File: src/rtl/wb_dma_irq_pkg.sv
// ============================================================================
// Module   : wb_dma_irq_pkg
// Brief    : Register map, COAL field layout and coalescing FSM states.
// Revision : 1.0
// ============================================================================
`default_nettype none

package wb_dma_irq_pkg;

  localparam logic [2:0] c_reg_pend_done = 3'd0;
  localparam logic [2:0] c_reg_pend_err  = 3'd1;
  localparam logic [2:0] c_reg_mask_a    = 3'd2;
  localparam logic [2:0] c_reg_mask_b    = 3'd3;
  localparam logic [2:0] c_reg_coal      = 3'd4;

  localparam int c_coal_thresh_lsb  = 0;
  localparam int c_coal_thresh_msb  = 3;
  localparam int c_coal_timeout_lsb = 16;
  localparam int c_coal_timeout_msb = 31;

  typedef enum logic [1:0] {
    ST_IDLE  = 2'd0,
    ST_ACCUM = 2'd1,
    ST_FIRE  = 2'd2
  } coal_state_t;

endpackage

`default_nettype wire

File: src/rtl/wb_dma_irq_coal.sv
// ============================================================================
// Module   : wb_dma_irq_coal
// Brief    : Popcount of pending sources plus threshold/timeout coalescing FSM.
// Revision : 1.0
// ============================================================================
`default_nettype none

module wb_dma_irq_coal
  import wb_dma_irq_pkg::*;
#(
  parameter int NCH = 8
) (
  input  logic           clk,
  input  logic           rst,
  input  logic [NCH-1:0] i_src,
  input  logic [3:0]     i_thresh,
  input  logic [15:0]    i_timeout,
  output logic           o_fire
);

  coal_state_t r_state;
  coal_state_t w_state_nxt;
  logic [15:0] r_timer;
  logic [15:0] w_timer_nxt;
  logic [4:0]  w_cnt;
  logic [4:0]  w_thresh_eff;
  logic        w_any;
  logic        w_hit;
  logic        w_expire;

  always_comb begin
    w_cnt = '0;
    for (int i = 0; i < NCH; i++) begin
      w_cnt = w_cnt + 5'(i_src[i]);
    end
  end

  assign w_any        = |i_src;
  assign w_thresh_eff = (i_thresh == 4'd0) ? 5'd1 : {1'b0, i_thresh};
  assign w_hit        = (w_cnt >= w_thresh_eff);
  // Expire on the edge where the down-count would land on 1.
  assign w_expire     = (i_timeout != 16'd0) && (r_timer != 16'd0) && (r_timer <= 16'd2);

  always_comb begin
    w_state_nxt = r_state;
    w_timer_nxt = r_timer;
    case (r_state)
      ST_IDLE: begin
        if (w_any) begin
          if (w_hit) begin
            w_state_nxt = ST_FIRE;
          end else begin
            w_state_nxt = ST_ACCUM;
            w_timer_nxt = i_timeout;
          end
        end
      end
      ST_ACCUM: begin
        if (!w_any) begin
          w_state_nxt = ST_IDLE;
        end else if (w_hit || w_expire) begin
          w_state_nxt = ST_FIRE;
        end else if (r_timer != 16'd0) begin
          w_timer_nxt = r_timer - 16'd1;
        end
      end
      ST_FIRE: begin
        if (!w_any) begin
          w_state_nxt = ST_IDLE;
        end
      end
      default: w_state_nxt = ST_IDLE;
    endcase
  end

  always_ff @(posedge clk or posedge rst) begin
    if (rst) begin
      r_state <= ST_IDLE;
      r_timer <= '0;
    end else begin
      r_state <= w_state_nxt;
      r_timer <= w_timer_nxt;
    end
  end

  assign o_fire = (r_state == ST_FIRE);

endmodule

`default_nettype wire

File: src/rtl/wb_dma_irq_ctrl.sv
// ============================================================================
// Module   : wb_dma_irq_ctrl
// Brief    : DMA interrupt controller: W1C pending registers, masks, coalescing.
// Revision : 1.0
// ============================================================================
`default_nettype none

module wb_dma_irq_ctrl
  import wb_dma_irq_pkg::*;
#(
  parameter int NCH = 8
) (
  input  logic           clk_i,
  input  logic           rst_i,
  input  logic [NCH-1:0] ch_done,
  input  logic [NCH-1:0] ch_err,
  input  logic           reg_we,
  input  logic [2:0]     reg_addr,
  input  logic [31:0]    reg_wdata,
  output logic [31:0]    reg_rdata,
  output logic           inta,
  output logic           intb
);

  logic [NCH-1:0] r_pend_done;
  logic [NCH-1:0] r_pend_err;
  logic [NCH-1:0] r_mask_a;
  logic [NCH-1:0] r_mask_b;
  logic [3:0]     r_thresh;
  logic [15:0]    r_timeout;
  logic           r_intb;
  logic [NCH-1:0] w_w1c_done;
  logic [NCH-1:0] w_w1c_err;
  logic [NCH-1:0] w_src_a;
  logic           w_unused_wdata;

  assign w_w1c_done     = (reg_we && reg_addr == c_reg_pend_done) ? reg_wdata[NCH-1:0] : '0;
  assign w_w1c_err      = (reg_we && reg_addr == c_reg_pend_err)  ? reg_wdata[NCH-1:0] : '0;
  assign w_unused_wdata = ^reg_wdata;

  always_ff @(posedge clk_i or posedge rst_i) begin
    if (rst_i) begin
      r_pend_done <= '0;
      r_pend_err  <= '0;
      r_mask_a    <= '0;
      r_mask_b    <= '0;
      r_thresh    <= '0;
      r_timeout   <= '0;
      r_intb      <= 1'b0;
    end else begin
      // New events are OR-ed in after the clear so a same-cycle event wins.
      r_pend_done <= (r_pend_done & ~w_w1c_done) | ch_done;
      r_pend_err  <= (r_pend_err  & ~w_w1c_err)  | ch_err;
      r_intb      <= |(r_pend_err & r_mask_b);
      if (reg_we) begin
        case (reg_addr)
          c_reg_mask_a: r_mask_a <= reg_wdata[NCH-1:0];
          c_reg_mask_b: r_mask_b <= reg_wdata[NCH-1:0];
          c_reg_coal: begin
            r_thresh  <= reg_wdata[c_coal_thresh_msb:c_coal_thresh_lsb];
            r_timeout <= reg_wdata[c_coal_timeout_msb:c_coal_timeout_lsb];
          end
          default: ;
        endcase
      end
    end
  end

  always_comb begin
    reg_rdata = '0;
    case (reg_addr)
      c_reg_pend_done: reg_rdata[NCH-1:0] = r_pend_done;
      c_reg_pend_err:  reg_rdata[NCH-1:0] = r_pend_err;
      c_reg_mask_a:    reg_rdata[NCH-1:0] = r_mask_a;
      c_reg_mask_b:    reg_rdata[NCH-1:0] = r_mask_b;
      c_reg_coal: begin
        reg_rdata[c_coal_thresh_msb:c_coal_thresh_lsb]   = r_thresh;
        reg_rdata[c_coal_timeout_msb:c_coal_timeout_lsb] = r_timeout;
      end
      default: reg_rdata = '0;
    endcase
  end

  assign w_src_a = (r_pend_done | r_pend_err) & r_mask_a;

  wb_dma_irq_coal #(
    .NCH (NCH)
  ) u_coal (
    .clk       (clk_i),
    .rst       (rst_i),
    .i_src     (w_src_a),
    .i_thresh  (r_thresh),
    .i_timeout (r_timeout),
    .o_fire    (inta)
  );

  assign intb = r_intb;

endmodule

`default_nettype wire

File: config.mk
export PLATFORM = sky130hd
export DESIGN_NAME = wb_dma_irq_ctrl
export DESIGN_NICKNAME = d
export VERILOG_FILES = /design/src/rtl/wb_dma_irq_pkg.sv /design/src/rtl/wb_dma_irq_coal.sv /design/src/rtl/wb_dma_irq_ctrl.sv
export SDC_FILE = /design/constraint.sdc
export NUM_CORES = 1
export LEC_CHECK = 0
export CAP_MARGIN = 20
export CORE_ASPECT_RATIO = 0.7
export CORE_UTILIZATION = 45
export DETAILED_ROUTE_END_ITERATION = 16
export HOLD_SLACK_MARGIN = 0.08
export PLACE_DENSITY_LB_ADDON = 0.1
export SYNTH_ARGS = -nofsm -noshare
export SYNTH_HDL_FRONTEND = slang
export SYNTH_SLANG_ARGS = --single-unit
export TNS_END_PERCENT = 1
File: constraint.sdc
create_clock -name clk_i -period 6.81 [get_ports clk_i]
set_clock_uncertainty 0.1 [all_clocks]
set_input_delay 0.681 -clock clk_i [delete_from_list [all_inputs] [get_ports clk_i]]
set_output_delay 0.681 -clock clk_i [all_outputs]
set_load 0.02 [all_outputs]
==> results of run 1 <==
-- final cells by class --
cell class	instances	area [µm²]	area share, %
clock buffers	13	250	4.80
clock inverters	1	30.0	0.575
inverters	21	78.8	1.51
multi-input cells	288	2160	41.4
flip-flops and latches	71	1780	34.0
well taps	120	150	2.88
repair buffers	77	773	14.8
-- final timing paths --
path	to	slack, ps	cells after the start
setup / recovery	u_coal.r_timer[9]$_DFFE_PP0P_	1550	17
hold / removal	r_pend_done[6]$_DFF_PP0_	400	1
setup reg to reg	u_coal.r_timer[9]$_DFFE_PP0P_	1550	17
hold reg to reg	r_pend_done[6]$_DFF_PP0_	400	1
max in group asynchronous	r_mask_a[2]$_DFFE_PP0P_	5170	3
min in group asynchronous	r_pend_err[0]$_DFF_PP0_	850	3
-- worst register-to-register path, cell delays in order, from the launching register on --
cell and delay, ps:
dfrtp_1 420, o21ai_0 240, inv_1 70, ha_1 270
inv_1 50, fa_1 520, inv_1 50, fa_1 500
fa_1 450, inv_1 80, fa_1 400, inv_1 80
ha_1 260, a2111oi_4 350, nor2_1 140, or3_1 440
o21ai_1 540, a21oi_1 140
-- stage by stage --
stage | utilization, % | cell area [µm²] | setup WS [ps] | hold slack, ps | instances
after floorplan | - | 4140 | 2070 | 361 | 406
after global placement | 56.6 | 4900 | 1490 | 385 | 574
after detailed placement | 56.7 | 4910 | 1460 | 396 | 575
after CTS | 59.9 | 5190 | 1410 | 407 | 589
after global routing | 60.3 | 5220 | 1210 | 440 | 591
final | 60.3 | 5220 | 1550 | 405 | 591
-- sequential cells by signal (all words and copies together), names as in the netlist --
name	count
r_thresh	4
r_timeout	16
u_coal.r_state	2
r_mask_a	8
r_pend_done	8
r_pend_err	8
r_mask_b	8
intb	1
u_coal.r_timer	16
-- power breakdown --
| group | leakage (nW) | internal (mW) | switching, mW |
|---|---|---|---|
| combinational | 1.16 | 0.392 | 0.468 |
| clock | 0.136 | 0.290 | 0.167 |
| sequential | 0.801 | 0.532 | 0.123 |
| total | 2.10 | 1.21 | 0.758 |
-- metal layers --
metal | vias up | share of wire, % | global-route usage (%)
met5 | - | 0 | 0
met4 | 0 | 0.55 | 6.54
met3 | 6 | 6.8 | 6.13
met2 | 121 | 44 | 36.9
met1 | 1686 | 49 | 36.0
li1 | 1576 | - | -
-- cells by family (layout without fill, tap and decap cells) --
family | after synthesis | count (layout) | share of synthesized area [%]
compound gates | 89 | 89 | 15.6
xor+xnor | 2 | 2 | 0.425
fa+ha+maj | 14 | 14 | 4.98
buf+inv | 47 | 112 | 5.04
flops | 71 | 71 | 43.1
mux | 41 | 41 | 12.6
other cells | 1 | 8 | 0.0911
simple gates | 134 | 134 | 18.1
-- cells in the final DEF (no fill, tap or decap), types with 8 or more instances in the layout --
cell type	count
inv_1	20
nand3_1	9
a21o_1	16
conb_1	8
dfrtp_1	71
a22oi_1	10
nor2_1	26
clkbuf_16	9
clkdlybuf4s50_1	71
o21ai_0	15
a21oi_1	10
and3_1	17
nor2b_1	13
ha_1	10
mux2_2	36
nand2_1	31
==> metrics, run 1 <==
Crit path top cell by count inv_1; PnR Total Power 1.97 mW; Initial DRT Pass Iterations 4; Placer Congestion 0.843; initial core utilization between 40% and 50%; crit path buf inv count 5; Area growth syn-to-layout 26.7%; fin. max-slew vios 0; total core area approximately 8700 µm²; Post-CTS Resized 0; Clk Latency, worst-skew pair 330 ps; # diodes 0; Synth Register Bits 71; worst vdd ir roughly 0.2 mV; FFs w/ async S/R, synth 100%; DRT iter0 DRCs approximately 260; CP Cell Sequence o21ai_0 > inv_1 > ha_1 > inv_1 > fa_1 > inv_1 > fa_1 > fa_1 > inv_1 > fa_1 > inv_1 > ha_1 > a2111oi_4 > nor2_1 > or3_1 > o21ai_1 > a21oi_1; DPL Wire Length 7640 µm; Hold Vio Cnt, Final 0; power per cell area 378 nW/µm²; Site Rows 28; first-pass GRT wire length approximately 17,000 µm; DR WL/cell about 18 µm; clock transition at the registers of the reported paths 60 ps; postcts setup bufs 0; measured slew at the worst slew-check pin 909 ps; Worst EP arrival 5340 ps; Die Area 9540 µm²; IO Pins between 80 and 90; TritonCTS clock tree built; CP max-delay cell o21ai_1; fmax 0.190 GHz; largest buffer count on any clock path 2; max cap viols 0; Global Route Usage Sum 24.8%; CP delay by family, top adder cells; CTS buffer count 9; Hold-fix buffers, CTS 0; chip height 82.0 µm; CP Capture Type flip-flop; register area share after synthesis between 40 and 50%; Setup Total Neg Slack 0 ps; layout cells sized above 1 16.1%; FF-to-FF Start r_pend_err[1]$_DFF_PP0_; Max-slew headroom 39.4%; count leader, synth dfrtp_1; Sink Count 71; post-route DRC violation count 0; crit share post-route between 70 and 80%; Fillers around 730; post-route minimum period 5260 ps; yosys synthesis warning count 0; Antenna Nets Post-Route 0; number of synthesized flops with an enable pin 0; # setup viols final 0; Crit Path Class flip-flop to flip-flop; CP max FO 6; Mapped Cells roughly 400; Avg Vias per Cell 5.73; CP peak stage delay 540 ps; Hold WC Path Type flip-flop to flip-flop; Synth area leader dfrtp_1; Leak Pwr 2.10 nW; CP startpoint kind flip-flop; Port-buffer cells 71; initial antenna violation count 0; Max H-tree Level 3; Critical path origin r_pend_err[1]$_DFF_PP0_; Hold Crit Start r_pend_done[6]$_DFF_PP0_; top cells by count, synth 71 x dfrtp_1, 36 x mux2_2, 31 x nand2_1; largest net degree at the start of global routing 72; CP Data Required Time 6890 ps; Die Wd roughly 120 µm; DRT Wirelength 10,700 µm; Top FF cell, synth dfrtp_1; Nets 536; Synth Cell Area 4120 µm²; Synth top area share 43.1%; unrepaired setup endpoints after global routing false; Root Buffer clkbuf_16; ranking of synthesized cells by area dfrtp_1 43%, mux2_2 9.8%, ha_1 3.0%; Cell variety after synth 56; vias in the first global route roughly 3.3k; total grt overflow 0; DR vias between 3k and 4k; average size of a mapped cell 10.3 µm²; status complete, no violations
No activity file was read; power rests on OpenSTA's default activity.
==> run 2: changes to the inputs <==
clock period = 4.7 ns   (was 6.81 ns; I/O delays follow)
==> metrics, run 2 (synthesis results as in run 1) <==
unrepaired setup endpoints after global routing true; CP startpoint kind flip-flop; Largest regs r_timeout: 16 flops, u_coal.r_timer: 16 flops; commonest cells after routing, fill and taps aside 71 x clkdlybuf4s50_1, 71 x dfrtp_1, 36 x mux2_2; Global Route Usage Sum roughly 25%; total core area 8650 µm²; worst hold slack 405 ps; Layout Utilization 62.2%; DP Worst Slack -199 ps; DRT Wirelength 10,900 µm; DPL Wire Length 7970 µm; Crit Path Class flip-flop to flip-flop; # setup viols final 0; Max-slew headroom 33.2%; TritonCTS clock tree built; Hold Crit Start r_pend_done[6]$_DFF_PP0_; Avg Vias per Cell 5.71; first-pass GRT wire length 17,500 µm; post-route minimum period 4650 ps; CP peak stage delay 470 ps; measured slew at the worst slew-check pin about 1000 ps; fin area between 5000 and 6000 µm²; CP max FO 4; hold path endpoint r_pend_done[6]$_DFF_PP0_; Hold WC Path Type flip-flop to flip-flop; CP max-delay cell fa_1; Die Area 9540 µm²; clock transition at the registers of the reported paths 50 ps; fin. max-slew vios 0; r2r setup slk 50 ps; Area after DPL approximately 5100 µm²; CTS buffer count 9; chip height just over 80 µm; Setup Total Neg Slack 0 ps; vias in the first global route between 3k and 4k; Hold-fix buffers, CTS 0; Root Buffer clkbuf_16; CP Cell Sequence o21ai_2 > inv_1 > ha_1 > inv_2 > fa_1 > inv_1 > fa_1 > fa_2 > inv_2 > fa_1 > inv_2 > ha_4 > a2111oi_4 > nor2_2 > or3_4 > o21ai_4 > buf_4 > a21oi_1; largest buffer count on any clock path 2; Die Wd 116 µm; DR WL/cell between 15 and 20 µm; Clk Latency, worst-skew pair between 300 and 400 ps; worst vdd ir between 0.2 and 0.25 mV; DR vias approximately 3.5k; Sink Count 71; Port-buffer cells 71; total grt overflow 0; Area growth syn-to-layout 30.8%; Nets 554; status complete, no violations; fmax 0.215 GHz; crit share post-route 99.0%; initial core utilization 47.6%; DRT iter0 DRCs 223; Site Rows 28; Leak Pwr 2.18 nW; Initial DRT Pass Iterations 5; Worst EP arrival 4760 ps; max cap viols 0; Fillers 725; footprint of the multi-input gates 2220 µm²; CP Capture Type flip-flop; IO Pins 88; Sequential Area 1780 µm²; post-route DRC violation count 0; FF-to-FF Start r_pend_done[1]$_DFF_PP0_; power per cell area about 560 nW/µm²; Reg2Reg Depth 18; # diodes 0; Antenna Nets Post-Route 0; Worst R2R End u_coal.r_timer[2]$_DFFE_PP0P_; Max H-tree Level 3; worst hold stages 1; Placer Congestion 0.851; worst setup margin just under 50 ps; Hold Vio Cnt, Final 0; largest net degree at the start of global routing 40; initial antenna violation count 0; CP Data Required Time 4810 ps; layout cells sized above 1 21.8%
[run 2: cell types whose count changed in the layout (fill, tap and decap cells not counted), sizes merged]
cell	before	now
bufinv	1	0
clkinv	0	1
clkbuf	13	14
buf	6	24
[run 2: critical path: cells and delay by family (launching register included)]
family                   cells  cell delay [ps]
AO/OA/AOI/OAI                4              820
adder cells (fa/ha/maj)      6             2210
buffers and inverters        6              430
flip-flops                   1              410
AND/OR/NAND/NOR              2              550
[run 2: power breakdown]
group	leakage [nW]	internal [mW]	switching, mW
combinational	1.25	0.720	0.741
sequential	0.801	0.770	0.175
clock	0.127	0.368	0.243
total	2.18	1.86	1.16
[run 2: area by class of cell]
cell class	count	area share, %
multi-input combinational	288	41.2
sequential	71	33.0
timing repair buffer	95	16.8
clock buffer	14	4.72
tap	120	2.79
inverter	21	1.46
clock inverter	1	0.0929
[run 2: per-layer routing]
layer,global-route usage (%),routed length (µm),up-vias
li1,-,-,1611
met1,37.1,5410,1712
met2,35.6,4570,148
met3,6.20,795,13
met4,6.28,111,0
met5,0,0,-
[run 2: repair_timing]
action                                  CTS  global route
pin swaps                                 3            14
endpoints found under the setup margin   12            16
buffers inserted                          0             0
resized for setup                         6            13
hold endpoints to repair                  0             0
[run 2: worst max-delay path by stage]
stage / start / to / slack [ps] / cells past startpoint
4_1_cts: r_pend_err[0]$_DFF_PP0_ / u_coal.r_timer[6]$_DFFE_PP0P_ / -40 / 16
5_1_grt: r_pend_done[1]$_DFF_PP0_ / u_coal.r_timer[15]$_DFFE_PP0P_ / -140 / 18
3_3_place_gp: r_pend_err[1]$_DFF_PP0_ / u_coal.r_timer[6]$_DFFE_PP0P_ / -150 / 17
6_report: r_pend_done[1]$_DFF_PP0_ / u_coal.r_timer[2]$_DFFE_PP0P_ / 50 / 18
2_1_floorplan: r_pend_err[1]$_DFF_PP0_ / u_coal.r_timer[2]$_DFFE_PP0P_ / -20 / 17
3_5_place_dp: r_pend_err[1]$_DFF_PP0_ / u_coal.r_timer[6]$_DFFE_PP0P_ / -200 / 17
[run 2: stage by stage]
stage          total power [mW]  instances
5_1_grt                    3.23        610
3_5_place_dp               2.26        595
2_1_floorplan              1.84        406
3_3_place_gp               2.22        594
4_1_cts                    2.90        610
6_report                   3.02        610
==> run 3: changes to the inputs <==
ABC_AREA = 1   (was not set)
CTS_CLUSTER_SIZE = 10   (was not set)
==> metrics, run 3 <==
largest net degree at the start of global routing 45; CP Cell Sequence o21ai_2 > inv_1 > ha_1 > inv_1 > fa_1 > inv_1 > fa_1 > fa_1 > inv_1 > fa_1 > xnor2_1 > ha_1 > nand3_1 > a21oi_1 > nor2_4 > nor2_1 > nor2_4 > buf_4 > nand3_1 > nand2_1; DRT Wirelength 11,400 µm; Area after DPL 5090 µm²; CP max FO 6; Leak Pwr around 2.6 nW; Area growth syn-to-layout 27.8%; Synth Cell Area 4300 µm²; max cap viols 0; post-route minimum period between 4000 and 5000 ps; Synth Register Bits 71; Synth top area share 41.4%; Mapped Cells about 590; most common cell after layout, fill and taps aside nand2_1; TritonCTS clock tree built; Cell variety after synth 34; crit path buf inv count 5; power per cell area 550 nW/µm²; vias in the first global route 3,826; Antenna Nets Post-Route 0; Setup Total Neg Slack 0 ps; Largest regs r_timeout: 16 flops, u_coal.r_timer: 16 flops; CP max-delay cell fa_1; chip height 83.8 µm; final cell count without fillers around 800; initial core utilization 46.8%; fin area 5490 µm²; Crit Path Class flip-flop to flip-flop; Global Route Usage Sum 24.3%; Layout Utilization about three fifths; post-route DRC violation count 0; CP delay by family, top adder cells; Die Wd roughly 120 µm; CTS buffer count 9; unrepaired setup endpoints after global routing false; Sequential Area around 1800 µm²; # diodes 0; yosys synthesis warning count 0; largest buffer count on any clock path 2; CP peak stage delay 580 ps; crit share post-route between 90% and 100%; worst vdd ir approximately 0.28 mV; initial antenna violation count 0; Hold WC Path Type flip-flop to flip-flop; Die Area about 9900 µm²; CP startpoint kind flip-flop; DR WL/cell around 14 µm; Worst EP arrival 4600 ps; Sink Count 71; IO Pins 88; Top FF cell, synth dfrtp_1; # setup viols final 0; clock transition at the registers of the reported paths 60 ps; DRT iter0 DRCs 339; footprint of the multi-input gates 2090 µm²; PnR Total Power 3.02 mW; Max-slew headroom 38.0%; CP Data Required Time between 4000 and 5000 ps; ranking of synthesized cells by area dfrtp_1 41%, nand2_1 13%, inv_1 7.9%; register area share after synthesis 41.4%; DPL Wire Length 8350 µm; total core area 9180 µm²; number of synthesized flops with an enable pin 0; FFs w/ async S/R, synth between 90% and 100%; cell count after placement 776; Hold Vio Cnt, Final 0; total grt overflow 0; worst hold slack approximately 390 ps; first-pass GRT wire length 18,800 µm; DP Worst Slack 94.7 ps; Site Rows 29; Port-buffer cells 71; Root Buffer clkbuf_16; fmax 0.223 GHz; worst setup margin 223 ps; Synth area leader dfrtp_1; count leader, synth nand2_1; fin. max-slew vios 0; Fillers between 800 and 900; DR vias 4,076; measured slew at the worst slew-check pin 929 ps; Avg Vias per Cell around 5.1; status complete, no violations; Clk Latency, worst-skew pair 340 ps; average size of a mapped cell a little over 7 µm²; Max H-tree Level 3; Nets around 730; CP Capture Type flip-flop; Initial DRT Pass Iterations 6; Placer Congestion 0.872; top cells by count, synth 147 x nand2_1, 90 x inv_1, 71 x dfrtp_1; layout cells sized above 1 7.32%; commonest cells after routing, fill and taps aside 147 x nand2_1, 89 x inv_1, 71 x clkdlybuf4s50_1, 71 x dfrtp_1, 70 x nor2_1
## run 3: changes by cell type after synthesis, moves of 16 or more
| cell | delta |
|---|---|
| mux2_2 | -36 |
| nand2_1 | +116 |
| nand3_1 | +32 |
| nor2_1 | +44 |
| a21o_1 | -16 |
| and3_1 | -17 |
| o21ai_0 | +38 |
| inv_1 | +69 |
## run 3: kinds of logic after synthesis
group	Yosys count	share of synthesized area, %
buffers and inverters	116	11.2
other	1	0.0873
DFF	71	41.4
AOI/OAI and AO/OA	98	12.2
and+or+nand+nor	290	29.8
xor gates and xnor gates	3	0.612
adders and majority gates	14	4.78
## run 3: cell type report
| class | instances | share of cell area, % |
|---|---|---|
| multi-input combinational | 413 | 38.0 |
| tap | 124 | 2.83 |
| sequential | 71 | 32.4 |
| clock inverter | 6 | 2.42 |
| timing repair buffer | 77 | 13.9 |
| clock buffer | 10 | 4.17 |
| inverter | 92 | 6.29 |
## run 3: worst reg2reg max path, stage by stage (launching register included)
cell	delay, ps
dfrtp_1	420
o21ai_2	200
inv_1	70
ha_1	270
inv_1	50
fa_1	530
inv_1	60
fa_1	580
fa_1	220
inv_1	60
fa_1	380
xnor2_1	150
ha_1	300
nand3_1	70
a21oi_1	210
nor2_4	80
nor2_1	210
nor2_4	90
buf_4	170
nand3_1	90
nand2_1	70
## run 3: power by group
part / leakage [nW] / internal [mW] / switching (mW)
clock: 0.173 / 0.571 / 0.265
sequential: 0.786 / 0.765 / 0.144
combinational: 1.67 / 0.491 / 0.782
## run 3: metal layers
layer | vias to the layer above | global-route usage [%] | wire (µm)
li1 | 2013 | - | -
met1 | 1903 | 36.9 | 5790
met2 | 146 | 33.2 | 4640
met3 | 14 | 5.94 | 760
met4 | 0 | 8.40 | 181
met5 | - | 0 | 0
## run 3: final timing paths
kind                       slack, ps                      startpoint  cells after the start                        endpoint
min                              390  u_coal.r_timer[14]$_DFFE_PP0P_                      2  u_coal.r_timer[14]$_DFFE_PP0P_
max reg2reg                      220         r_pend_err[0]$_DFF_PP0_                     20   u_coal.r_timer[0]$_DFFE_PP0P_
min reg2reg                      390  u_coal.r_timer[14]$_DFFE_PP0P_                      2  u_coal.r_timer[14]$_DFFE_PP0P_
min in group asynchronous        560                           rst_i                      2         r_mask_b[0]$_DFFE_PP0P_
max                              220         r_pend_err[0]$_DFF_PP0_                     20   u_coal.r_timer[0]$_DFFE_PP0P_
max in group asynchronous       3020                           rst_i                      3   u_coal.r_timer[2]$_DFFE_PP0P_
## run 3: timing repair
| item | 4_1_cts | 5_1_grt |
|---|---|---|
| resized for setup | 0 | 8 |
| setup endpoints to repair | 0 | 16 |
| hold buffers | 0 | 0 |
| setup buffers | 0 | 1 |
